## config.mk

```make
export PLATFORM = sky130hd
export DESIGN_NAME = fabosc_clkdiv_gen
export DESIGN_NICKNAME = d
export VERILOG_FILES = /design/src/rtl/fabosc_clkdiv_gen.sv
export SDC_FILE = /design/constraint.sdc
export NUM_CORES = 1
export LEC_CHECK = 0
export BUFFER_PORTS_ARGS = -buffer_cell sky130_fd_sc_hd__buf_2
export CORE_ASPECT_RATIO = 1.2
export CORE_MARGIN = 4
export CORE_UTILIZATION = 50
export CTS_CLUSTER_SIZE = 8
export DETAILED_ROUTE_END_ITERATION = 12
export PLACE_DENSITY = 0.73
export SYNTH_ARGS = -nofsm -noshare
export SYNTH_HDL_FRONTEND = slang
export SYNTH_SLANG_ARGS = --single-unit
```

## constraint.sdc

```tcl
create_clock -name clk_i -period 1.9 [get_ports clk_i]
set_input_delay 0.19 -clock clk_i [delete_from_list [all_inputs] [get_ports clk_i]]
set_output_delay 0.19 -clock clk_i [all_outputs]
set_load 0.02 [all_outputs]
```

## src/rtl/fabosc_clkdiv_gen.sv

```systemverilog
// fabosc_clkdiv_gen: multi-channel clock-enable / divided-clock generator.
// Each channel counts 0..A and emits a one-cycle TICK on the terminal count,
// toggling a registered CLK_OUT at the same edge. New divisors are written to
// a shadow register and only take effect on an edge where the counter is
// forced back to zero (terminal count, channel stopped, or global align), so
// a period in progress is never cut short or stretched.
module fabosc_clkdiv_gen #(
    parameter int NUM_CH    = 4,
    parameter int DIV_W     = 16,
    parameter int RESET_DIV = 49,
    parameter int CH_W      = (NUM_CH > 1) ? $clog2(NUM_CH) : 1
) (
    input  logic              clk_i,
    input  logic              reset_i,
    input  logic [NUM_CH-1:0] en_i,
    input  logic              align_i,
    input  logic              cfg_we_i,
    input  logic [CH_W-1:0]   cfg_ch_i,
    input  logic [DIV_W-1:0]  cfg_div_i,
    output logic [NUM_CH-1:0] cfg_pend_o,
    output logic [NUM_CH-1:0] tick_o,
    output logic [NUM_CH-1:0] clk_out_o
);

    localparam logic [DIV_W-1:0] RST_A = DIV_W'(RESET_DIV);
    localparam logic [DIV_W-1:0] ONE   = DIV_W'(1);

    logic [NUM_CH-1:0][DIV_W-1:0] act_q, act_d;
    logic [NUM_CH-1:0][DIV_W-1:0] shd_q, shd_d;
    logic [NUM_CH-1:0][DIV_W-1:0] cnt_q, cnt_d;
    logic [NUM_CH-1:0]            pend_q, pend_d;
    logic [NUM_CH-1:0]            tick_q, tick_d;
    logic [NUM_CH-1:0]            clk_q, clk_d;

    // Per-channel commit point and write decode (out-of-range indices never match).
    logic [NUM_CH-1:0]            commit_c;
    logic [NUM_CH-1:0]            wr_hit_c;

    // Next-state for every channel; all decisions use pre-edge register values.
    always_comb begin
        act_d    = act_q;
        shd_d    = shd_q;
        cnt_d    = cnt_q;
        pend_d   = pend_q;
        tick_d   = tick_q;
        clk_d    = clk_q;
        commit_c = '0;
        wr_hit_c = '0;
        for (int i = 0; i < NUM_CH; i++) begin
            wr_hit_c[i] = cfg_we_i && (int'(cfg_ch_i) == i);

            if (align_i) begin
                // Global restart: every channel back to phase zero, low output.
                cnt_d[i]    = '0;
                tick_d[i]   = 1'b0;
                clk_d[i]    = 1'b0;
                commit_c[i] = 1'b1;
            end else if (!en_i[i]) begin
                // Stopped: counter parked at zero, output level frozen.
                cnt_d[i]    = '0;
                tick_d[i]   = 1'b0;
                commit_c[i] = 1'b1;
            end else if (cnt_q[i] == act_q[i]) begin
                // Terminal count. C never exceeds A, so equality is sufficient.
                cnt_d[i]    = '0;
                tick_d[i]   = 1'b1;
                clk_d[i]    = ~clk_q[i];
                commit_c[i] = 1'b1;
            end else begin
                cnt_d[i]    = cnt_q[i] + ONE;
                tick_d[i]   = 1'b0;
            end

            // Commit takes the shadow as it was before this edge.
            if (commit_c[i] && pend_q[i]) begin
                act_d[i]  = shd_q[i];
                pend_d[i] = 1'b0;
            end

            // A write on the same edge lands in the shadow and stays pending.
            if (wr_hit_c[i]) begin
                shd_d[i]  = cfg_div_i;
                pend_d[i] = 1'b1;
            end
        end
    end

    // State registers; reset restores the default divisor and drops pending writes.
    always_ff @(posedge clk_i) begin
        if (reset_i) begin
            act_q  <= {NUM_CH{RST_A}};
            shd_q  <= {NUM_CH{RST_A}};
            cnt_q  <= '0;
            pend_q <= '0;
            tick_q <= '0;
            clk_q  <= '0;
        end else begin
            act_q  <= act_d;
            shd_q  <= shd_d;
            cnt_q  <= cnt_d;
            pend_q <= pend_d;
            tick_q <= tick_d;
            clk_q  <= clk_d;
        end
    end

    assign cfg_pend_o = pend_q;
    assign tick_o     = tick_q;
    assign clk_out_o  = clk_q;

endmodule

```

==> impl_metrics.py <==
metrics = {
    "status": {
        "status": "finished clean",
    },
    "yosys": {
        "synth_top_area_cell": "dfxtp_1",
        "synth_edf_count": 0,
        "avgSynthCellArea_sq_um": 8.31,
        "syn_inst": 1081,
        "synth-async-reset-ratio": 0,
        "yosys_warnings": 0,
        "synthTopCellsByArea": "dfxtp_1 (45%), xor2_1 (9.6%), nand2_1 (8.8%)",
        "synth_top_cell_area_share": 0.455,
        "synth_seq_cells": 204,
        "synth.distinct_cells": 34,
        "yosysSeqAreaShare": 0.455,
        "netlist_area_sq_mm": 0.00898,
        "synth_flop_cell": "dfxtp_1",
        "syn_nets": 1111,
    },
    "clock_network": {
        "clock_path_buffers": 3,
        "clock_latency_ns": 0.53,
        "htree_levels": 1,
        "cts_tree": "yes",
        "clock_sinks": 204,
        "root_buffer": "clkbuf_16",
        "cts_made_buffers": 29,
        "clk_pin_slew_ns": 0.05,
    },
    "pwr": {
        "power_density_mw_per_mm2": 874,
        "ir_drop_mv": 0.659,
        "power.total_mw": 9.21,
        "power_leakage_nw": 3.91,
    },
    "detailed_routing": {
        "drc": 0,
        "ant_nets": 0,
        "wl_met3_um": 1280,
        "top_layer": "met4",
        "drt_iter0_markers": 531,
        "wl_per_cell_um": 16.2,
        "wl_met2_um": 10800,
        "viasPerCell": 5.71,
        "m1WireLength_um": 9720,
        "vias": 7840,
        "wl_um": 22200,
        "first_pass_iters": 6,
    },
    "finish": {
        "seqCellArea_sq_mm": 0.00408,
        "area_delta_synth_final_pct": 17.3,
        "antenna_cells": 0,
        "drive_gt1_frac": 0.115,
        "fin_nets": 1183,
        "post-route-util": 0.600,
        "multi_input_area_sq_mm": 0.00464,
        "fill_cells": 1498,
        "design_area_sq_mm": 0.0105,
    },
    "placed_design": {
        "hpwl_um": 15000,
        "placed_area_sq_mm": 0.00960,
        "pre_cts_slack_ns": 0.000617,
        "gp_congestion": 0.823,
        "placement.io_buffers": 37,
    },
    "worst_setup_path": {
        "worstPathMaxFanout": 21,
        "cp_slowest_cell": "dfxtp_1",
        "endpoint_kind": "register",
        "crit_arrival_ns": 2.12,
        "worstSetupPathType": "register to register",
        "crit_top_cell": "buf_4",
        "crit_buf_inv": 2,
        "start_kind": "register",
        "cp.required_ns": 2.29,
        "slowest_delay_ns": 0.34,
        "critPathTopFamily": "simple AND/OR/NAND/NOR gates",
        "path_cells": "xor2_1, nor4_1, nand4_1, buf_4, buf_4, nand3_1, o211ai_1",
    },
    "die": {
        "start_util": 0.511,
        "ios": 38,
        "die_h_um": 155,
        "die-area_sq_mm": 0.0202,
        "die_w_um": 130,
        "rows": 53,
        "core_sq_mm": 0.0176,
    },
    "grt": {
        "grt_pass1_vias": 7392,
        "grt_max_degree": 35,
        "grt_first_pass_wirelength_um": 36700,
        "grt_util_all_layers": 0.220,
        "grt-ovfl-total": 0,
        "antenna_found_initial": 0,
    },
    "timing": {
        "setup_viol": 0,
        "hold_viol_final": 0,
        "drv_slew": 0,
        "setup_ws_ns": 0.167,
        "tightest_slew_ns": 0.899,
        "final.min_clock_period_ns": 1.73,
        "fmax_ghz": 0.577,
        "final.setup.tns_ns": 0,
        "finalCritPeriodShare": 0.912,
        "slew-limit-headroom": 0.398,
        "clock-skew-final_ns": 0.00669,
    },
    "worst_hold_path": {
        "hold_path.class": "primary input to register",
    },
    "run": {
        "drv_cap": 0,
    },
}
## layer usage
| metal | vias up | global-route usage |
|---|---|---|
| met2 | 218 | 0.361 |
| met3 | 39 | 0.0335 |
| li1 | 3889 | - |
| met5 | - | 0 |
| met1 | 3694 | 0.303 |
| met4 | 0 | 0.0559 |
## path summary, 6_finish.rpt
path / startpoint / to / slack, ns / depth (start not counted)
hold reg to reg: shd_q[39]$_SDFFE_PP0P_ / shd_q[39]$_SDFFE_PP0P_ / 0.48 / 2
setup reg to reg: cnt_q[30]$_SDFF_PP0_ / act_q[23]$_SDFFE_PP0P_ / 0.17 / 7
hold / removal: en_i[3] / tick_o[3]$_SDFF_PP0_ / 0.05 / 3
setup / recovery: cnt_q[30]$_SDFF_PP0_ / act_q[23]$_SDFFE_PP0P_ / 0.17 / 7
## power by group
group	internal, mW	switching [mW]
logic	0.148	0.268
clock network	2.66	1.72
registers	4.35	0.0621
total	7.16	2.05
## layout make-up
class                      count  share of cell area
clock inverter                 2             0.00131
clock buffer                  30              0.0692
multi-input combinational    808               0.440
timing repair buffer         104              0.0733
sequential                   204               0.388
inverter                       6             0.00214
tap                          220              0.0261
## sequential cells by signal, indices dropped and copies added, names as in the netlist
register    cells
shd_q          64
tick_o          4
clk_out_o       4
cnt_q          64
act_q          64
cfg_pend_o      4
## layout by cell type (no fill, tap or decap), drive strengths merged, types with 4 or more instances in the layout
| cell type | n |
|---|---|
| nand2 | 210 |
| dfxtp | 204 |
| xor2 | 98 |
| nor2 | 93 |
| buf | 87 |
| nand3 | 77 |
| a21oi | 60 |
| a22oi | 52 |
| o211ai | 52 |
| clkbuf | 30 |
| xnor2 | 22 |
| nor4 | 18 |
| dlygate4sd3 | 17 |
| nor3 | 16 |
| nand3b | 12 |
| and3 | 12 |
| nand4 | 12 |
| o22ai | 12 |
| a211oi | 12 |
| o21ai | 12 |
| and4 | 10 |
| or2 | 7 |
| inv | 7 |
| nor2b | 6 |
| nand2b | 4 |
| or3 | 4 |
| ha | 4 |
## per-stage QoR
step           cells  hold slack, ns
6_report        1374          0.0464
5_1_grt         1374          0.0501
4_1_cts         1373         0.00577
3_5_place_dp    1324           0.466
3_3_place_gp    1324           0.463
2_1_floorplan   1081           0.311
## cell usage after synthesis, drive strengths merged (14+ instances only)
master,number
nor4,18
xor2,98
nand2,210
xnor2,22
o211ai,52
nor3,16
a22oi,52
dfxtp,204
nand3,77
buf,14
a21oi,60
nor2,93
clkbuf,49
## logic make-up after synthesis
kind of cell / share of synthesized area
adders and majority gates: 0.00557
and+or+nand+nor: 0.247
buffers and inverters: 0.0304
xor gates and xnor gates: 0.117
AOI/OAI and AO/OA: 0.145
DFF: 0.455
## worst reg2reg max path: cells and delay by family (launching register included)
kind,cells,cell delay (ns)
and+or+nand+nor,3,0.60
buffers and inverters,2,0.38
AOI/OAI and AO/OA,1,0.11
DFF,1,0.34
xor gates and xnor gates,1,0.16
## timing repair
action | CTS | global route
buffers inserted | 0 | 1
hold buffers | 17 | 0
endpoints found under the hold margin | 65 | 0
endpoints found under the setup margin | 0 | 46
gates resized for setup | 0 | 5
(Power assumes the default switching activity.)
